===== src/rtl/mdp3_tx_packetizer.sv =====
// mdp3_tx_packetizer: queues decoded order-book updates and serializes them
// into sequence-numbered MDP3-style packets on a 64-bit Avalon-ST source.
// Packet = header beat + n x (MSG_A, MSG_B, MSG_C), n in 1..MSGS_PER_PKT.
// Optional feature: define MDP3_TX_FLUSH_TIMEOUT_EN to flush partial packets
// after FLUSH_CYCLES idle cycles; without it partial messages wait.
module mdp3_tx_packetizer #(
  parameter int unsigned MSGS_PER_PKT = 4,
  parameter int unsigned FIFO_DEPTH   = 8,
  parameter logic [15:0] TEMPLATE_ID  = 16'd32,
  parameter int unsigned FLUSH_CYCLES = 64
) (
  input  logic        clk,
  input  logic        reset_n,
  input  logic        message_ready,
  input  logic [7:0]  NUM_ORDERS,
  input  logic [15:0] QUANTITY,
  input  logic [63:0] PRICE,
  input  logic [1:0]  ACTION,
  input  logic [1:0]  ENTRY_TYPE,
  input  logic [31:0] SECURITY_ID,
  output logic        encoder_ready,
  input  logic        ready,
  output logic        valid,
  output logic [63:0] data_out,
  output logic        start_packet,
  output logic        end_packet,
  output logic [2:0]  empty
);

  localparam int unsigned PTR_W  = (FIFO_DEPTH > 1) ? $clog2(FIFO_DEPTH) : 1;
  localparam int unsigned CNT_W  = $clog2(FIFO_DEPTH + 1);
  localparam int unsigned REM_W  = 4;
  localparam int unsigned DATA_W = 64;
  localparam logic [15:0] MSG_SIZE = 16'd24;

  localparam logic [2:0] ST_IDLE  = 3'd0;
  localparam logic [2:0] ST_HDR   = 3'd1;
  localparam logic [2:0] ST_MSG_A = 3'd2;
  localparam logic [2:0] ST_MSG_B = 3'd3;
  localparam logic [2:0] ST_MSG_C = 3'd4;

  typedef struct packed {
    logic [31:0] security_id;
    logic [63:0] price;
    logic [15:0] quantity;
    logic [7:0]  num_orders;
    logic [1:0]  action;
    logic [1:0]  entry_type;
  } msg_t;

  // Elaboration-time guard on the parameter set
  if (MSGS_PER_PKT < 1 || MSGS_PER_PKT > 15 || FIFO_DEPTH < MSGS_PER_PKT ||
      (FIFO_DEPTH & (FIFO_DEPTH - 1)) != 0 || FLUSH_CYCLES < 1) begin : g_bad_cfg
    $error("mdp3_tx_packetizer: illegal parameter set");
  end

  msg_t             mem_q [FIFO_DEPTH];
  logic [PTR_W-1:0] wr_ptr_q, wr_ptr_d;
  logic [PTR_W-1:0] rd_ptr_q, rd_ptr_d;
  logic [CNT_W-1:0] count_q, count_d;
  logic             push_c, pop_c, full_c;
  msg_t             in_msg_c, head_c, next_c;

  logic [2:0]        state_q, state_d;
  logic              valid_q, valid_d;
  logic [DATA_W-1:0] data_q, data_d;
  logic              sop_q, sop_d;
  logic              eop_q, eop_d;
  logic [REM_W-1:0]  rem_q, rem_d;
  logic [31:0]       seq_q, seq_d;
  logic [31:0]       ts_q;
  logic              accept_c, start_c, flush_c;
  logic [REM_W-1:0]  n_c;

  assign in_msg_c = '{security_id: SECURITY_ID, price: PRICE, quantity: QUANTITY,
                      num_orders: NUM_ORDERS, action: ACTION, entry_type: ENTRY_TYPE};

  // A pop in the same cycle never frees a slot for that cycle's push
  assign full_c        = (count_q == CNT_W'(FIFO_DEPTH));
  assign encoder_ready = !full_c;
  assign push_c        = message_ready && !full_c;
  assign head_c        = mem_q[rd_ptr_q];
  assign next_c        = mem_q[rd_ptr_q + PTR_W'(1)];

  // FIFO storage, no reset needed on the data array
  always_ff @(posedge clk) begin
    if (push_c) begin
      mem_q[wr_ptr_q] <= in_msg_c;
    end
  end

  // FIFO pointer and occupancy next-state
  always_comb begin
    wr_ptr_d = wr_ptr_q;
    rd_ptr_d = rd_ptr_q;
    count_d  = count_q + CNT_W'(push_c) - CNT_W'(pop_c);
    if (push_c) begin
      wr_ptr_d = wr_ptr_q + PTR_W'(1);
    end
    if (pop_c) begin
      rd_ptr_d = rd_ptr_q + PTR_W'(1);
    end
  end

  // FIFO pointer and occupancy registers
  always_ff @(posedge clk or negedge reset_n) begin
    if (!reset_n) begin
      wr_ptr_q <= '0;
      rd_ptr_q <= '0;
      count_q  <= '0;
    end else begin
      wr_ptr_q <= wr_ptr_d;
      rd_ptr_q <= rd_ptr_d;
      count_q  <= count_d;
    end
  end

  // Free-running cycle counter used as the header timestamp
  always_ff @(posedge clk or negedge reset_n) begin
    if (!reset_n) begin
      ts_q <= '0;
    end else begin
      ts_q <= ts_q + 32'd1;
    end
  end

`ifdef MDP3_TX_FLUSH_TIMEOUT_EN
  localparam int unsigned IDLE_W = $clog2(FLUSH_CYCLES + 1);

  logic [IDLE_W-1:0] idle_cnt_q, idle_cnt_d;
  logic              partial_c;

  assign partial_c = (count_q != '0) && (count_q < CNT_W'(MSGS_PER_PKT));
  assign flush_c   = (state_q == ST_IDLE) && partial_c &&
                     (idle_cnt_q == IDLE_W'(FLUSH_CYCLES));

  // Idle timer runs only while a partial packet sits untouched in IDLE
  always_comb begin
    idle_cnt_d = '0;
    if ((state_q == ST_IDLE) && partial_c && !push_c && !flush_c) begin
      idle_cnt_d = idle_cnt_q + IDLE_W'(1);
    end
  end

  // Idle timer register
  always_ff @(posedge clk or negedge reset_n) begin
    if (!reset_n) begin
      idle_cnt_q <= '0;
    end else begin
      idle_cnt_q <= idle_cnt_d;
    end
  end
`else
  assign flush_c = 1'b0;
`endif

  assign accept_c = valid_q && ready;
  assign start_c  = (count_q >= CNT_W'(MSGS_PER_PKT)) || flush_c;
  assign n_c      = (count_q >= CNT_W'(MSGS_PER_PKT)) ? REM_W'(MSGS_PER_PKT)
                                                      : REM_W'(count_q);

  // Packet FSM: next state plus the next registered beat
  always_comb begin
    state_d = state_q;
    valid_d = valid_q;
    data_d  = data_q;
    sop_d   = sop_q;
    eop_d   = eop_q;
    rem_d   = rem_q;
    seq_d   = seq_q;
    pop_c   = 1'b0;
    case (state_q)
      ST_IDLE: begin
        if (start_c) begin
          state_d = ST_HDR;
          valid_d = 1'b1;
          sop_d   = 1'b1;
          eop_d   = 1'b0;
          data_d  = {seq_q, ts_q};
          rem_d   = n_c;
        end
      end
      ST_HDR: begin
        if (accept_c) begin
          state_d = ST_MSG_A;
          sop_d   = 1'b0;
          data_d  = {MSG_SIZE, TEMPLATE_ID, head_c.security_id};
        end
      end
      ST_MSG_A: begin
        if (accept_c) begin
          state_d = ST_MSG_B;
          data_d  = head_c.price;
        end
      end
      ST_MSG_B: begin
        if (accept_c) begin
          state_d = ST_MSG_C;
          data_d  = {head_c.quantity, head_c.num_orders, head_c.action,
                     head_c.entry_type, 36'd0};
          eop_d   = (rem_q == REM_W'(1));
        end
      end
      ST_MSG_C: begin
        if (accept_c) begin
          pop_c = 1'b1;
          rem_d = rem_q - REM_W'(1);
          eop_d = 1'b0;
          if (eop_q) begin
            seq_d = seq_q + 32'd1;
          end
          if (rem_q > REM_W'(1)) begin
            // The head pops on this edge, so the next message is one slot on
            state_d = ST_MSG_A;
            data_d  = {MSG_SIZE, TEMPLATE_ID, next_c.security_id};
          end else begin
            state_d = ST_IDLE;
            valid_d = 1'b0;
            data_d  = '0;
          end
        end
      end
      default: begin
        state_d = ST_IDLE;
        valid_d = 1'b0;
        sop_d   = 1'b0;
        eop_d   = 1'b0;
        data_d  = '0;
      end
    endcase
  end

  // FSM state, output beat and sequence number registers
  always_ff @(posedge clk or negedge reset_n) begin
    if (!reset_n) begin
      state_q <= ST_IDLE;
      valid_q <= 1'b0;
      data_q  <= '0;
      sop_q   <= 1'b0;
      eop_q   <= 1'b0;
      rem_q   <= '0;
      seq_q   <= 32'd1;
    end else begin
      state_q <= state_d;
      valid_q <= valid_d;
      data_q  <= data_d;
      sop_q   <= sop_d;
      eop_q   <= eop_d;
      rem_q   <= rem_d;
      seq_q   <= seq_d;
    end
  end

  assign valid        = valid_q;
  assign data_out     = data_q;
  assign start_packet = sop_q;
  assign end_packet   = eop_q;
  assign empty        = 3'd0;

endmodule


===== config.mk =====
export PLATFORM = sky130hd
export DESIGN_NAME = mdp3_tx_packetizer
export DESIGN_NICKNAME = d
export VERILOG_FILES = /design/src/rtl/mdp3_tx_packetizer.sv
export SDC_FILE = /design/constraint.sdc
export NUM_CORES = 1
export LEC_CHECK = 0
export ABC_AREA = 1
export BUFFER_PORTS_ARGS = -buffer_cell sky130_fd_sc_hd__buf_2
export CORE_MARGIN = 2
export CORE_UTILIZATION = 40
export CTS_BUF_LIST = sky130_fd_sc_hd__clkbuf_16
export DETAILED_ROUTE_END_ITERATION = 10
export PLACE_DENSITY = 0.65
export SLEW_MARGIN = 20
export SYNTH_ARGS = -nofsm -noshare
export SYNTH_HDL_FRONTEND = slang
export SYNTH_SLANG_ARGS = --single-unit
export TNS_END_PERCENT = 10

===== constraint.sdc =====
create_clock -name clk -period 7.8 [get_ports clk]
set_input_delay 1.17 -clock clk [delete_from_list [all_inputs] [get_ports clk]]
set_output_delay 1.17 -clock clk [all_outputs]
set_load 0.005 [all_outputs]

Word level (Yosys, flattened, before mapping)
Memory sizes are Yosys's and may differ from the RTL's.
Index checks and enable logic that the tools add are counted.
- ROM bits: 0
- memory bits (writable): 992
- memories: 1
- logic and storage cells: 80
- bits in registers: 148
- output and inout bits: 71
- bits in latches: 0
- multipliers: 0
- reductions and logical operators: 14
- equality and inequality tests: 12
- $add $sub $neg: 7
- order comparisons: 2
- bitwise gates (word level): 3
- divide/modulo/power cells: 0
- shifts and indexed selects: 0
- mux-type cells: 30
- memories (memory ; depth ; width ; read ports ; clocked after memory_dff ; write ports ; line ; source):
    mem_q ; 8 ; 124 ; 2 ; 0 ; 1 ; 57 ; msg_t mem_q [FIFO_DEPTH];
- operators by type and width (kind ; count):
    $mux 64 ; 5
    $pmux 64 s5 ; 1
    $add 32x1->32 const B ; 2
    $mux 53 ; 1
    $mux 3 ; 5
    $pmux 3 s5 ; 1
    $ne 2x2->1 const B ; 6
    $mux 1 ; 10
    $reduce_and 3->1 ; 3
    $mux 4 ; 2
    $pmux 4 s2 ; 1
    $reduce_and 4->1 ; 2
    $add 3x1->3 const B ; 2
    $eq 3x2->1 const B ; 2
    $pmux 1 s3 ; 2
    $reduce_or 3->1 ; 2
    $reduce_and 5->1 ; 1
    $add 4x1->4 ; 1
    $eq 4x1->1 const B ; 1
    $eq 4x4->1 const B ; 1
    $ge 4x3->1 const B ; 1
    $gt 4x1->1 const B ; 1
    $pmux 1 s4 ; 1
    $sub 4x1->4 ; 1
    other kinds (10) ; 13

Depth between registers and ports, before layout
- depth after elaboration: 5
- gate-level depth with buffers: 13

Least setup slack after synthesis
OpenSTA, ideal clock, no wires.
- path type: input port to flip-flop
- from: in message_ready
- to: mem mem_q[0][0] in the netlist's numbering, enable pin
- library setup time: 0.608 ns
- cell stages on the path: 3
- data required time: 7.192 ns
- setup slack: 0.457 ns
- path buffers: 0
- arrival time: 6.735 ns
- path through: nand2_1 or2_2 nor2_1
- longest elaborated chain between the ends: 3
- ends and longest elaborated chain (item ; line ; source):
    start, declared ; 14 ; input logic message_ready,
    $logic_and 1x1->1 ; 81 ; assign push_c = message_ready && !full_c;
    $mux 1 ; 87 ; if (push_c) begin
    $mux 1 (not written as such) ; 88 ; mem_q[wr_ptr_q] <= in_msg_c;
    end, declared ; 57 ;
No other way between the ends.

Worst setup path after layout
- from: reg rd_ptr_q[1]
- to: reg data_q[15], in the netlist data_out[15]
- longest elaborated chain between the ends: 5
- elaborated cells on any way between the ends: 7
- ends and longest elaborated chain (item ; line ; source):
    start, declared ; 59 ; logic [PTR_W-1:0] rd_ptr_q, rd_ptr_d;
    start signal, assigned ; 113 ; rd_ptr_q <= rd_ptr_d;
    $add 3x1->3 ; 83 ; assign next_c = mem_q[rd_ptr_q + PTR_W'(1)];
    $mem_v2 8x124 * ; n/a ;
    $mux 53 ; 212 ; if (rem_q > REM_W'(1)) begin
    $mux 64 ; 205 ; if (accept_c) begin
    $pmux 64 s5 * ; 172 ; case (state_q)
    end signal, assigned ; 246 ; data_q <= data_d;
    end, declared ; 66 ; logic [DATA_W-1:0] data_q, data_d;
Mark *: on every way between the ends. The rest lies on a longest branch, timed or not. The select of a mux whose other input is x is not followed.
A chain may end at the register's enable or synchronous reset.

==> run metrics <==
status complete, no violations; IO Pins 199; final wirelength around 140 mm; Final nets about 5300; final period demand of the worst path between 4000 and 5000 ps; maximum number of pins on one net before global-route repair 241; share of the synthesized area in the top cell type between 50% and 60%; gate count of the mapped netlist 5053; data arrival time of the worst path between 4000 and 5000 ps; maximum buffer depth of the clock tree 3; number of vias per cell between 5 and 6; initial antenna violation count 44; Clock Sinks about 1100; Die Y approximately 360 µm; part of the cycle the worst path needs ~52%; clock transition at the register clock pins on the worst setup and hold paths after CTS 70 ps; sequential share of the synthesized area between 60% and 70%; Maximum Capacitance Violations 0; maximum fanout count along the critical path 138; post-CTS sizing 0; routed wire length on met3 approximately 11 mm; share of post-route cells with drive strength above 1 between 8 and 9%; number of buffers inserted to repair setup after CTS 0; port buffer count between 150 and 200; CTS tree yes; most used flip-flop cell after synthesis edfxtp_1; hold buffer count at CTS 0; residual overflow from global routing 0; Area Overhead vs Synth 11.4%; Critical Path End Type flop; area of the die around 0.13 mm²; Hold WC Path Type input port to asynchronous set/reset pin; static leakage 23.1 nW; number of standard cells in the layout, taps in and fillers out 6886; setup skew after layout around 36 ps; RD Place Congestion between 0.8 and 0.9; leading cell types by count after synthesis nand2_1 (1385), edfxtp_1 (992), nand3_1 (844), inv_1 (501), nor2_1 (459); starting density of the core between 40% and 50%; vias in the first global route between 30000 and 40000; drt first-iter violations 3900; Total Neg Setup Slack 0 ps; warning count from the yosys run 0; combined area of all synthesized cells 0.0507 mm²; H-Tree Level Count 3; std cell rows 130; most area-hungry cell type in the Yosys netlist edfxtp_1; DRC violation count after routing 0; path type of the worst setup path flop to flop; core outline area roughly 0.13 mm²; Relative slew margins 23.5%; kind of launch point of the worst setup path flop; met2 wire length 68.7 mm; final slew viol count 0; Peak supply drop ~0.00020 V; routed metal-1 wirelength around 58 mm; width of the chip between 300 and 400 µm; number of clock buffers inserted by TritonCTS between 100 and 150; number of cell instances on the worst register-to-register path 9; number of enable flip-flop cells after synthesis 992; Req. time, crit path ~8500 ps; top cells by area in the synthesized netlist edfxtp_1 (59%), nand2_1 (10%), nand3_1 (8.3%); Worst-Skew Late Latency approximately 740 ps; Global Route Usage Sum between 20 and 25%; async set or reset register ratio after synthesis approximately an eighth; Initial DRT Pass Iterations 5; endpoints failing setup 0; vias after detailed routing ~36000; post-DR wirelength/cell 20.6 µm; remaining antenna violation count after routing 0; synth unique cells 39; worst-margin pin slew around 1100 ps; highest routed layer met5; Reg2Reg Launch Point rd_ptr_q[1]$_DFFE_PN0P_; setup repair after global routing missed its margin no; wire length of the first global-routing pass 215 mm; post-placement cell count roughly 6700; end of the critical path data_out[15]$_DFFE_PN0P_; timing-limited maximum frequency roughly 250 MHz; per-instance average area after synthesis between 10 and 15 µm²; Worst R2R Setup Slack ~3800 ps; timing startpoint of the critical path rd_ptr_q[1]$_DFFE_PN0P_; Final Hold Violating Endpoints 0; reg-to-reg endpoint data_out[15]$_DFFE_PN0P_; ratio of total power to cell area 253 mW/mm²; detailed placer's ending HPWL between 70 and 80 mm; count of state elements after synthesis 1140; clock tree root buffer cell clkbuf_16; count leader, synth nand2_1
[worst max-delay path, stage by stage (launching register included)]
cell and delay, ps:
dfrtp_4 720, buf_12 390, inv_8 760, buf_4 920, nand3_1 160, nand3_1 130, nand3_1 200, nand2_1 200
o21ai_1 100, nand2_1 90
[placed cells by master, fill, tap and decap left out, types with 2 or more instances in the layout]
| cell type | instances |
|---|---|
| clkinv_8 | 3 |
| o21ai_0 | 222 |
| nand3_1 | 844 |
| nor3_1 | 23 |
| nor3b_1 | 2 |
| nand3_2 | 2 |
| clkinvlp_4 | 6 |
| buf_2 | 194 |
| nand2_4 | 2 |
| nor4_1 | 4 |
| nand2_1 | 1385 |
| o21ai_1 | 32 |
| nor2_2 | 3 |
| nand2_2 | 4 |
| buf_4 | 43 |
| inv_6 | 4 |
| diode_2 | 10 |
| clkbuf_16 | 110 |
| nor3_2 | 3 |
| nor2_1 | 450 |
| a21boi_0 | 2 |
| clkinv_1 | 16 |
| ha_1 | 11 |
| inv_1 | 535 |
| nand4_1 | 17 |
| nor2_4 | 12 |
| clkinv_2 | 20 |
| xor2_1 | 34 |
| or2_2 | 2 |
| xnor2_1 | 21 |
| dfrtp_4 | 3 |
| conb_1 | 3 |
| inv_2 | 4 |
| bufinv_16 | 15 |
| buf_12 | 6 |
| o211ai_1 | 35 |
| edfxtp_1 | 992 |
| dfrtp_1 | 144 |
| a21oi_1 | 7 |
[routing by layer]
metal | global-route usage [%] | vias to the layer above
li1 | - | 17000
met4 | 6.70 | 24
met5 | 0 | -
met3 | 4.26 | 305
met1 | 28.2 | 17600
met2 | 36.2 | 1457
[per-stage QoR]
stage               setup slack (ps)  power [mW]  hold WS, ps  utilization [%]  area, µm²
global route                    3630        14.8          341             45.0      56500
floorplan                        457        8.59          445                -      50700
detailed placement              3870        9.04          459             42.0      52900
global placement                3910        9.00          460             42.0      52900
finish                          3780        14.3          340             45.0      56500
CTS                             3870        14.4          317             44.9      56500
[state kept, by name (all words and copies together) (netlist names), 3 cells and up]
| signal | cells |
|---|---|
| rd_ptr_q | 3 |
| ts_q | 32 |
| count_q | 4 |
| data_out | 64 |
| wr_ptr_q | 3 |
| mem_q | 992 |
| state_q | 3 |
| rem_q | 4 |
| seq_q | 32 |
[kinds of logic after synthesis]
logic type	synth area share, %
adders and majority gates	0.335
AOI/OAI and AO/OA	3.14
xor gates and xnor gates	0.982
DFF	66.0
and+or+nand+nor	22.8
other	0.00739
buffers and inverters	6.69
[final cells by class]
| class | count | area, µm² |
|---|---|---|
| Timing Repair Buffer | 244 | 1430 |
| Clock inverter | 96 | 882 |
| Sequential cell | 1140 | 33500 |
| Multi-Input combinational cell | 3125 | 13900 |
| Antenna cell | 10 | 25.0 |
| Tap cell | 1650 | 2060 |
| Clock buffer | 110 | 2750 |
| Fill cell | 11600 | 69200 |
| Inverter | 511 | 1950 |
[worst min-delay path by stage]
stage                              from                       end  slack, ps  depth (start not counted)
2_1_floorplan        ts_q[31]$_DFF_PN0_        ts_q[31]$_DFF_PN0_        450                          1
3_3_place_gp   data_out[23]$_DFFE_PN0P_  data_out[23]$_DFFE_PN0P_        460                          2
3_5_place_dp   data_out[55]$_DFFE_PN0P_  data_out[55]$_DFFE_PN0P_        460                          2
4_1_cts                         reset_n  data_out[47]$_DFFE_PN0P_        320                          1
5_1_grt                         reset_n  data_out[45]$_DFFE_PN0P_        340                          1
6_report                        reset_n  data_out[44]$_DFFE_PN0P_        340                          1
[power by group]
group          internal [mW]  switching [mW]  leakage [nW]
logic                  0.288            1.01          10.3
clock network           3.06            2.35          1.89
registers               7.47           0.145          11.0
total                   10.8            3.50          23.1
Note: power is estimated with default switching activity, not from simulation.
